<file path="config.mk">
export PLATFORM = sky130hd
export DESIGN_NAME = of_stage
export DESIGN_NICKNAME = d
export VERILOG_FILES = /design/src/rtl/of_pkg.sv /design/src/rtl/of_regfile.sv /design/src/rtl/of_stage.sv
export SDC_FILE = /design/constraint.sdc
export NUM_CORES = 1
export LEC_CHECK = 0
export ABC_AREA = 1
export CORE_MARGIN = 3
export CORE_UTILIZATION = 32
export DETAILED_ROUTE_END_ITERATION = 10
export GPL_TIMING_DRIVEN = 0
export HOLD_SLACK_MARGIN = 0.02
export MAX_ROUTING_LAYER = met4
export SLEW_MARGIN = 20
export SYNTH_ARGS = -nofsm -noshare
export SYNTH_HDL_FRONTEND = slang
export SYNTH_SLANG_ARGS = --single-unit
</file>
<file path="constraint.sdc">
create_clock -name clk -period 1.28 [get_ports clk]
set_input_delay 0.192 -clock clk [delete_from_list [all_inputs] [get_ports clk]]
set_output_delay 0.192 -clock clk [all_outputs]
set_load 0.1 [all_outputs]
</file>
<file path="src/rtl/of_pkg.sv">
// rtl/of_pkg.sv - shared widths, opcode constants and instruction field layout for the operand-fetch stage
package of_pkg;

  localparam int DW   = 12;
  localparam int NREG = 8;
  localparam int AW   = 3;

  localparam logic [2:0] OP_ADD  = 3'b000;
  localparam logic [2:0] OP_ADDI = 3'b111;

  localparam int OPC_LSB = 9;
  localparam int RD_LSB  = 6;
  localparam int RS1_LSB = 3;
  localparam int RS2_LSB = 0;

  typedef struct packed {
    logic [2:0]    opcode;
    logic [AW-1:0] rd;
    logic [AW-1:0] rs1;
    logic [AW-1:0] rs2;
  } instr_t;

  function automatic instr_t decode(input logic [DW-1:0] w);
    instr_t d;
    d.opcode = w[OPC_LSB +: 3];
    d.rd     = w[RD_LSB  +: AW];
    d.rs1    = w[RS1_LSB +: AW];
    d.rs2    = w[RS2_LSB +: AW];
    return d;
  endfunction

endpackage

</file>
<file path="src/rtl/of_regfile.sv">
// rtl/of_regfile.sv - 8x12 register file, R0 hardwired zero, two async read ports, one sync write port
module of_regfile
  import of_pkg::*;
(
  input  logic          clk,
  input  logic          rst_n,
  input  logic          we,
  input  logic [AW-1:0] waddr,
  input  logic [DW-1:0] wdata,
  input  logic [AW-1:0] raddr_a,
  output logic [DW-1:0] rdata_a,
  input  logic [AW-1:0] raddr_b,
  output logic [DW-1:0] rdata_b
);

  logic [DW-1:0] mem_q [NREG];
  logic [DW-1:0] mem_d [NREG];

  always_comb begin
    mem_d = mem_q;
    if (we && waddr != '0) mem_d[waddr] = wdata;
    mem_d[0] = '0;
  end

  always_ff @(posedge clk or negedge rst_n) begin
    if (!rst_n) begin
      for (int i = 0; i < NREG; i++) mem_q[i] <= '0;
    end else begin
      mem_q <= mem_d;
    end
  end

  assign rdata_a = mem_q[raddr_a];
  assign rdata_b = mem_q[raddr_b];

endmodule

</file>
<file path="src/rtl/of_stage.sv">
// rtl/of_stage.sv - operand fetch: decode, register read with EX/WB bypass, valid/ready output register
module of_stage
  import of_pkg::*;
#(
  parameter logic [2:0] IMM_OP = OP_ADDI
) (
  input  logic          clk,
  input  logic          rst_n,
  input  logic          in_valid,
  output logic          in_ready,
  input  logic [DW-1:0] in_instr,
  output logic          out_valid,
  input  logic          out_ready,
  output logic [DW-1:0] op_1,
  output logic [DW-1:0] op_2,
  output logic [2:0]    out_opcode,
  output logic [AW-1:0] out_rd,
  input  logic          ex_fwd_en,
  input  logic [AW-1:0] ex_fwd_addr,
  input  logic [DW-1:0] ex_fwd_data,
  input  logic          wb_en,
  input  logic [AW-1:0] wb_addr,
  input  logic [DW-1:0] wb_data
);

  instr_t        dec;
  logic [DW-1:0] rf_a, rf_b;
  logic [DW-1:0] src_1, src_2;
  logic          accept;

  logic          out_valid_q, out_valid_d;
  logic [DW-1:0] op_1_q, op_1_d;
  logic [DW-1:0] op_2_q, op_2_d;
  logic [2:0]    opcode_q, opcode_d;
  logic [AW-1:0] rd_q, rd_d;

  assign dec = decode(in_instr);

  of_regfile u_regfile (
    .clk     (clk),
    .rst_n   (rst_n),
    .we      (wb_en),
    .waddr   (wb_addr),
    .wdata   (wb_data),
    .raddr_a (dec.rs1),
    .rdata_a (rf_a),
    .raddr_b (dec.rs2),
    .rdata_b (rf_b)
  );

  // EX result is younger than WB, so it wins; WB bypass covers the same-cycle write.
  function automatic logic [DW-1:0] resolve(
    input logic [AW-1:0] addr,
    input logic [DW-1:0] rf_val,
    input logic          ex_en,
    input logic [AW-1:0] ex_addr,
    input logic [DW-1:0] ex_data,
    input logic          w_en,
    input logic [AW-1:0] w_addr,
    input logic [DW-1:0] w_data
  );
    if (addr == '0)                   return '0;
    else if (ex_en && ex_addr == addr) return ex_data;
    else if (w_en && w_addr == addr)   return w_data;
    else                               return rf_val;
  endfunction

  always_comb begin
    src_1 = resolve(dec.rs1, rf_a, ex_fwd_en, ex_fwd_addr, ex_fwd_data, wb_en, wb_addr, wb_data);
    src_2 = resolve(dec.rs2, rf_b, ex_fwd_en, ex_fwd_addr, ex_fwd_data, wb_en, wb_addr, wb_data);
  end

  assign in_ready = !out_valid_q || out_ready;
  assign accept   = in_valid && in_ready;

  always_comb begin
    out_valid_d = out_valid_q;
    op_1_d      = op_1_q;
    op_2_d      = op_2_q;
    opcode_d    = opcode_q;
    rd_d        = rd_q;
    if (accept) begin
      out_valid_d = 1'b1;
      op_1_d      = src_1;
      op_2_d      = (dec.opcode == IMM_OP) ? {{(DW-AW){1'b0}}, dec.rs2} : src_2;
      opcode_d    = dec.opcode;
      rd_d        = dec.rd;
    end else if (out_ready) begin
      out_valid_d = 1'b0;
    end
  end

  always_ff @(posedge clk or negedge rst_n) begin
    if (!rst_n) begin
      out_valid_q <= 1'b0;
      op_1_q      <= '0;
      op_2_q      <= '0;
      opcode_q    <= '0;
      rd_q        <= '0;
    end else begin
      out_valid_q <= out_valid_d;
      op_1_q      <= op_1_d;
      op_2_q      <= op_2_d;
      opcode_q    <= opcode_d;
      rd_q        <= rd_d;
    end
  end

  assign out_valid  = out_valid_q;
  assign op_1       = op_1_q;
  assign op_2       = op_2_q;
  assign out_opcode = opcode_q;
  assign out_rd     = rd_q;

endmodule
</file>
==> metrics, run 1 <==
status=finished, violations left; failing checks=negative setup slack; antenna violations before repair=0; met3 Track Usage GR=under 10%; I/O pin count=80; DR vias/cell=5.27; share of cells above drive strength 1=between 10% and 20%; highest clock rate=slightly below 700 MHz; sw frac=a little under two fifths; vias in the first global route=roughly 7100; final WL=approximately 25 mm; CTS tree=built; internal cell power=roughly 9.1 mW; Placed Area=7770 µm²; remaining global-route overflow=0; Cell Count, Final, Fillers Out=1337; leakage power=~4.3 nW; VDD IR-drop max=0.918 mV; post-synthesis register bit count=115; DR WL/cell=18.3 µm; Site Rows=~50; Post-Route Skew=0.00493 ns; Slew @ Worst Pin=approximately 0.69 ns; total core area=19800 µm²; Reg clk slew, reported paths=~0.06 ns; die area=22300 µm²; clock share of power=a little over a third; Mapped Area=around 6600 µm²; GR Util met1=between 30 and 40%; Synth area leaders=dfrtp_1 (44%), nand2_1 (19%), o21ai_0 (8.4%); Worst EP required=around 1.1 ns; crit path max fanout=2; first-pass GRT wire length=between 30 and 40 mm; # fillers=2015; largest area contributor in the netlist=dfrtp_1; synthesized net count=between 900 and 1000; max-slew violations=0; Final Core Density=44.7%; Synth Area per Inst=~7 µm²; Skew-Pair Late Insertion Delay=roughly 0.42 ns; power density over the cells=about 1600 nW/µm²; Clock Path Buffers=2; final worst slack=-0.157 ns; fin crit share=112%; post-route ant nets=0; vias post-DR=approximately 7000; endpoint class of the critical path=output pin; Gate power share=between 20% and 30%; Initial Util=33.1%; largest net degree at the start of global routing=66; Root Buffer Master=clkbuf_16; Num CTS Buffers=17; placed cell count=approximately 1300; GRT busiest layer=met2; met2 Usage GRT=around 35%; Total GRT Usage=between 20% and 30%; Psw=5.25 mW; unrepaired setup endpoints after global routing=yes; drt drc=0; synth warn=0; number of antenna diodes=0; sequential power share=between 30% and 40%; Total Power=approximately 14 mW; CP Launch Type=flop; Final Setup Violations=22; Area Overhead vs Synth=35.0%; Cell variety after synth=28; H-tree levels=4; Max Cap Viol=0; GPL Wtd Cong=0.917; worst hold path class=input port to flop; Clock Sinks=about 120; 1st-pass router iterations=7; Hold Vio Cnt, Final=0; Finished Cell Area=8870 µm²; Mapped Cells=between 900 and 1000; post-synth top area share=between 40 and 50%; CP Data Arrival Time=1.25 ns; post-DP HPWL=between 15 and 20 mm; chip height=between 100 and 150 µm; Starting DRT DRC Count=roughly 770; post-layout minimum cycle time=~1.4 ns; Port Buffer Count=77; chip width=approximately 150 µm; register area share after synthesis=between 40% and 50%; critical path type=flop to output pin; Final nets=1107; Max transition margin=between 50% and 60%
cell usage in the layout (no fill, tap or decap), types with 4 or more instances in the layout:
| master | instances |
|---|---|
| clkbuf_4 | 5 |
| bufinv_16 | 4 |
| clkbuf_2 | 8 |
| buf_6 | 38 |
| nand3_1 | 77 |
| o21ai_0 | 98 |
| nand2_2 | 6 |
| dlygate4sd2_1 | 6 |
| nor2_2 | 5 |
| inv_1 | 56 |
| o211ai_1 | 11 |
| o21ai_2 | 9 |
| clkbuf_1 | 7 |
| nand4_1 | 14 |
| clkbuf_8 | 7 |
| nand2_1 | 322 |
| clkbuf_16 | 17 |
| buf_4 | 41 |
| buf_2 | 10 |
| inv_2 | 16 |
| dfrtp_1 | 114 |
| nor2_1 | 36 |
| a21oi_1 | 53 |
| clkdlybuf4s50_1 | 33 |
| o21ai_1 | 33 |
registers in the layout, summed over array words and instances, names as in the netlist:
| signal | count |
|---|---|
| out_opcode | 3 |
| op_2 | 12 |
| u_regfile.mem_q | 84 |
| op_1 | 12 |
| out_valid | 1 |
| out_rd | 3 |
path summary, 6_finish.rpt:
path	from	endpoint	slack, ns	cells after the start
min in group asynchronous	rst_n	u_regfile.mem_q[38]	0.36	2
hold / removal	wb_addr[1]	u_regfile.mem_q[12]	0.20	4
setup reg to reg	out_valid	op_1[7]	-0.12	8
setup / recovery	out_valid	out_valid	-0.16	2
hold reg to reg	out_opcode[1]	out_opcode[1]	0.48	2
max in group asynchronous	rst_n	u_regfile.mem_q[80]	0.23	3
cell type report:
| type | count | area [µm²] | share of cell area [%] |
|---|---|---|---|
| repair buffers | 98 | 986 | 11.1 |
| clock buffers | 24 | 482 | 5.43 |
| plain buffers | 59 | 458 | 5.16 |
| multi-input cells | 691 | 3280 | 37.0 |
| repair inverters | 1 | 5.00 | 0.0564 |
| well taps | 265 | 332 | 3.74 |
| flip-flops and latches | 115 | 2880 | 32.5 |
| inverters | 76 | 299 | 3.37 |
| clock inverters | 8 | 149 | 1.68 |
through the flow:
step	hold WS (ns)	setup TNS, ns	setup slack, ns
after floorplan	-0.104	-5.34	-0.200
after global placement	0.463	-628.88	-5.58
after detailed placement	0.245	-83.18	-0.875
after CTS	0.221	-1.11	-0.128
after global routing	0.218	-3.13	-0.204
final	0.199	-1.46	-0.157
metal layers:
layer,vias to the layer above,wire length [µm]
met1,3376,10600
li1,3302,-
met4,0,638
met3,52,1890
met5,-,0
met2,316,11400
critical path: stages (launching register included):
cell     delay (ns)
dfrtp_4        0.51
buf_4          0.16
buf_12         0.16
power by group through the flow:
stage	combinational [mW]	sequential, mW	clock (mW)
final	4.24	4.90	5.16
after global routing	4.59	4.97	5.39
after CTS	4.09	4.86	5.20
after detailed placement	4.01	4.90	0
after global placement	3.96	4.90	0
after floorplan	1.54	6.08	0
Yosys cell counts:
cell / number
nand2_1: 329
o22ai_1: 1
nor3_2: 1
clkinv_4: 1
nand4_1: 14
dfrtp_1: 115
inv_1: 60
buf_6: 4
o211ai_1: 11
a21oi_2: 2
buf_4: 9
nor2_2: 4
nand3_1: 79
o21ai_0: 110
buf_1: 1
clkbuf_1: 25
or2_2: 2
nor3_4: 1
xnor2_1: 2
a21oi_1: 56
nand3b_1: 3
nor2_1: 40
a31oi_1: 3
buf_2: 20
nand2_2: 3
o21ai_1: 30
inv_2: 14
clkinv_1: 1
what timing repair did:
action | 4_1_cts | 5_1_grt
endpoints found under the hold margin | 64 | 0
gates resized for setup | 293 | 60
setup buffers | 13 | 4
hold buffers | 1 | 0
pin swaps | 7 | 8
setup endpoints to repair | 140 | 125
gates cloned | 2 | 1
logic make-up (layout without fill, tap and decap cells):
group                     Yosys count  after routing  synth area share [%]
AOI/OAI and AO/OA                 213            213                  16.8
DFF                               115            115                  43.8
buffers and inverters             135            266                  9.13
and+or+nand+nor                   476            476                  30.0
xor gates and xnor gates            2              2                 0.266
Note: power is estimated with default switching activity, not from simulation.
==> run 2: changes to the inputs <==
- CTS_CLUSTER_DIAMETER: unset -> 120
- SLEW_MARGIN: 20 -> 0
==> run 2 against run 1 <==
Effect of this change:
- cell count down 0.30%
- utilization shrank 1.3 points
- routed wire length decreased by 1.3%
- setup slack improved by 0.013 ns
- power shrank 7.4%
- sequential power hardly changed
- sequential share of layout area grew 0.96 points
- highest routed layer unchanged
- the run still ends with negative setup slack left
- critical endpoint unchanged
==> metrics, run 2 (synthesized netlist as in run 1, its figures left out) <==
status=finished, violations left; failing checks=negative setup slack; H-tree levels=4; Total Power=approximately 13 mW; die area=22300 µm²; Initial Util=33.1%; Starting DRT DRC Count=approximately 750; Final Setup Violations=23; critical-path cell list=buf_4 > buf_12; post-DP HPWL=roughly 17 mm; Cell Count, Final, Fillers Out=1333; Skew-Pair Late Insertion Delay=0.42 ns; final WL=24.2 mm; DR vias/cell=~5.3; remaining global-route overflow=0; Max Cap Viol=0; # fillers=2065; Root Buffer Master=clkbuf_16; number of antenna diodes=0; chip width=149 µm; crit-path max cell delay=~0.5 ns; post-layout minimum cycle time=roughly 1.4 ns; Total GRT Usage=roughly 23%; CP Launch Type=flop; max-slew violations=0; first-pass GRT wire length=between 30 and 40 mm; Multi-input gate area=3240 µm²; placed cell count=roughly 1300; crit path max fanout=2; final worst slack=-0.144 ns; DR WL/cell=approximately 18 µm; area occupied by registers=between 2000 and 3000 µm²; CP Data Arrival Time=around 1.2 ns; Hold Vio Cnt, Final=0; drt drc=0; Max transition margin=between 40% and 50%; share of cells above drive strength 1=between 10% and 20%; Clock Path Buffers=2; power density over the cells=1540 nW/µm²; Slowest-stage cell, CP=dfrtp_4; most common cell after layout, fill and taps aside=nand2_1; post-route ant nets=0; Area Overhead vs Synth=31.1%; CTS tree=built; CP top delay family=flip-flops; I/O pin count=80; largest net degree at the start of global routing=97; Largest register FFs=84; GPL Wtd Cong=a little over 0.9; Slew @ Worst Pin=between 0.7 and 0.8 ns; Num CTS Buffers=17; VDD IR-drop max=0.879 mV; Top reg by flops=u_regfile.mem_q; 1st-pass router iterations=5; fin crit share=111%; endpoint class of the critical path=output pin; Site Rows=between 50 and 60; leakage power=approximately 4.2 nW; worst hold path class=input port to asynchronous set/reset pin; total core area=between 15000 and 20000 µm²; Reg clk slew, reported paths=roughly 0.050 ns; most frequent cells in the layout=nand2_1 (327), dfrtp_1 (114), o21ai_0 (104); vias in the first global route=between 7000 and 8000; vias post-DR=7055; Post-Route Skew=~0.0066 ns; Final nets=roughly 1100; antenna violations before repair=0; unrepaired setup endpoints after global routing=yes; critical path type=flop to output pin; Clock Sinks=between 100 and 150; highest clock rate=roughly 700 MHz; chip height=approximately 150 µm; Worst EP required=1.09 ns; worst path buffer plus inverter count=2; worst slack, placed=-0.877 ns; Port Buffer Count=77
==> run 2: power breakdown <==
| group | internal, mW | switching, mW |
|---|---|---|
| clock network | 2.54 | 1.63 |
| logic | 1.27 | 2.91 |
| registers | 4.33 | 0.561 |
| total | 8.14 | 5.10 |
==> run 2: path summary, 6_finish.rpt <==
kind | startpoint | to | slack [ns] | cells after the start
max | out_valid | out_valid | -0.14 | 2
min | rst_n | op_2[1] | 0.20 | 2
max reg2reg | out_valid | op_1[4] | -0.11 | 8
min reg2reg | out_opcode[1] | out_opcode[1] | 0.48 | 2
max in group asynchronous | rst_n | op_2[4] | 0.34 | 3
min in group clk | in_instr[2] | op_2[1] | 0.25 | 6
==> run 2: metrics by stage <==
step	utilization, %	hold WS [ns]	instance area, µm²	setup TNS, ns
floorplan	-	-0.104	6640	-5.34
global placement	39.0	0.463	7740	-628.88
detailed placement	39.2	0.0606	7770	-84.79
CTS	42.7	0.202	8480	-1.11
global route	43.4	0.219	8620	-3.26
finish	43.4	0.197	8620	-1.67
==> run 2: area by class of cell <==
cell class	instances	area share [%]
inverter	76	3.47
timing repair inverter	1	0.0581
tap	265	3.85
clock inverter	6	0.377
buffer	58	4.65
sequential	115	33.4
multi-input combinational	691	37.6
timing repair buffer	96	11.1
clock buffer	25	5.52
==> run 2: layer usage <==
metal	share of wire [%]	up-vias	wire length [µm]	track usage (%)
met1	43	3362	10500	29.7
met4	2.8	0	689	8.65
met3	7.4	68	1800	4.98
met5	0	-	0	-
li1	-	3296	-	-
met2	46	329	11200	34.7
==> run 2: what timing repair did <==
action | CTS | global route
setup buffers | 12 | 3
hold buffers | 1 | 0
setup endpoints to repair | 140 | 55
hold endpoints to repair | 19 | 0
resized for setup | 268 | 43
pin swaps | 4 | 5
gates cloned | 2 | 1
==> run 3: changes to the inputs <==
- SETUP_SLACK_MARGIN: unset -> 0.4
==> run 3 against run 2 <==
Effect of this change:
- the flow finishes with violations (negative hold slack, negative setup slack)
- utilization rose by 5.2 points
- cell count rose by 2.0%
- setup slack improved by 0.018 ns
- critical path depth rose by 6
- fmax rose by 1.3%
- count of clock-buffer cells in the layout fell by 3
- power rose by 12%
- largest cell class unchanged
- combinational power rose by 17%
- global-route usage rose by 1.2 points
- sequential share of layout area fell by 3.3 points
- flip-flop and latch count did not move
==> metrics, run 3 (synthesized netlist as in run 1, its figures left out) <==
Final nets=1129; I/O pin count=80; Num CTS Buffers=17; Clock Sinks=115; Max Cap Viol=0; most common cell after layout, fill and taps aside=nand2_1; failing checks=negative hold slack, negative setup slack; crit path max fanout=5; RR Startpoint=out_valid; largest net degree at the start of global routing=between 90 and 100; post-DP HPWL=roughly 17 mm; vias in the first global route=a little over 7000; DR vias/cell=5.36; Largest register FFs=84; setup tns final=-1.88 ns; 1st-pass router iterations=5; post-route ant nets=0; most frequent cells in the layout=nand2_1 (310), o21ai_0 (97), dfrtp_1 (94); drt drc=0; CP Launch Type=flop; vias post-DR=roughly 7300; antenna violations before repair=0; Max transition margin=54.6%; Total GRT Usage=about a quarter; total core area=roughly 20000 µm²; number of antenna diodes=0; Slew @ Worst Pin=0.680 ns; Total Power=14.8 mW; CTS tree=built; remaining global-route overflow=0; final worst slack=-0.127 ns; max-slew violations=0; status=finished, violations left; post-layout minimum cycle time=roughly 1.4 ns; Skew-Pair Late Insertion Delay=around 0.43 ns; final WL=~26 mm; share of cells above drive strength 1=24.7%; Area Overhead vs Synth=46.8%; GPL Wtd Cong=0.898; Initial Util=between 30% and 40%; FF-to-FF End=op_1[10]; Port Buffer Count=just under 80; Site Rows=51; Top reg by flops=u_regfile.mem_q; chip height=between 100 and 150 µm; Clock Path Buffers=2; Final Hold Slack=-0.374 ns; Hold Vio Cnt, Final=between 40 and 50; die area=~22000 µm²; Worst EP required=~1.6 ns; endpoint class of the critical path=flop; Starting DRT DRC Count=between 700 and 800; VDD IR-drop max=1.09 mV; Final Setup Violations=26; r2r setup slk=-0.13 ns; fin crit share=110%; highest clock rate=711 MHz; first-pass GRT wire length=39.5 mm; DR WL/cell=about 19 µm; H-tree levels=4; power density over the cells=about 1500 nW/µm²; leakage power=between 4 and 5 nW; cell count of the worst reg-to-reg path=8; Cell Count, Final, Fillers Out=1359; CP Data Arrival Time=roughly 1.8 ns; Post-Route Skew=approximately 0.0067 ns; worst hold path class=input port to asynchronous set/reset pin; worst slack, placed=-0.933 ns; chip width=roughly 150 µm; critical path type=flop to flop; placed cell count=about 1300; unrepaired setup endpoints after global routing=yes; Reg clk slew, reported paths=around 0.06 ns; Root Buffer Master=clkbuf_16
==> run 3: cell count changes in the layout (fill, tap and decap cells not counted), sizes merged, moves of 2 or more <==
cell      previous run  this run
bufinv               0         3
clkbuf              48        51
clkinvlp             3         1
buf                 87       108
clkinv               6         8
==> run 3: how the worst max path moves through the flow <==
stage | slack [ns] | start | to
final | -0.13 | out_valid | op_1[10]
after global routing | -0.17 | out_valid | op_1[5]
after CTS | -0.12 | out_valid | in_ready
after detailed placement | -0.93 | in_instr[1] | op_2[4]
after global placement | -5.61 | rst_n | out_valid
after floorplan | -0.20 | out_valid | op_1[1]
==> run 3: through the flow <==
stage / instance area [µm²] / utilization (%)
floorplan: 6780 / -
global placement: 7880 / 39.7
detailed placement: 7910 / 39.8
CTS: 9490 / 47.8
global route: 9650 / 48.6
finish: 9650 / 48.6
==> run 3: final cells by class <==
class                   count  area, µm²
clock buffers              22        464
flip-flops and latches    115       2910
fillers                  1962      10200
multi-input cells         692       3420
repair buffers            119       1520
plain buffers              59        563
inverters                  76        310
clock inverters            10        131
repair inverters            1       11.3
well taps                 265        332
==> run 3: where the power goes <==
part,switching [mW],leakage [nW],internal (mW)
Sequential,0.635,1.40,4.35
Combinational,3.05,2.93,1.84
Clock,1.74,0.294,3.14
Total,5.43,4.63,9.34
==> run 3: repair_timing <==
| action | in CTS | in global routing |
|---|---|---|
| endpoints found under the setup margin | 147 | 144 |
| buffers inserted | 24 | 10 |
| endpoints found under the hold margin | 22 | 22 |
| resized for setup | 406 | 40 |
| cloned | 9 | 0 |
| pin swaps | 18 | 7 |
==> run 3: routing by layer <==
layer  vias to the layer above  global-route usage (%)  routed length, µm
met5                         -                       -                  0
met4                         0                    6.54                457
met3                        44                    4.95               2150
met2                       304                    36.7              12000
met1                      3585                    32.4              11200
li1                       3351                       -                  -
==> run 3: worst max-delay path, stage by stage (launching register included) <==
cell and delay [ns]:
dfrtp_4 0.50, nand2_8 0.09, nand2_8 0.08, a31oi_4 0.25, buf_6 0.19, o21ai_2 0.06, inv_1 0.05, nand2_1 0.05
nand2_1 0.06
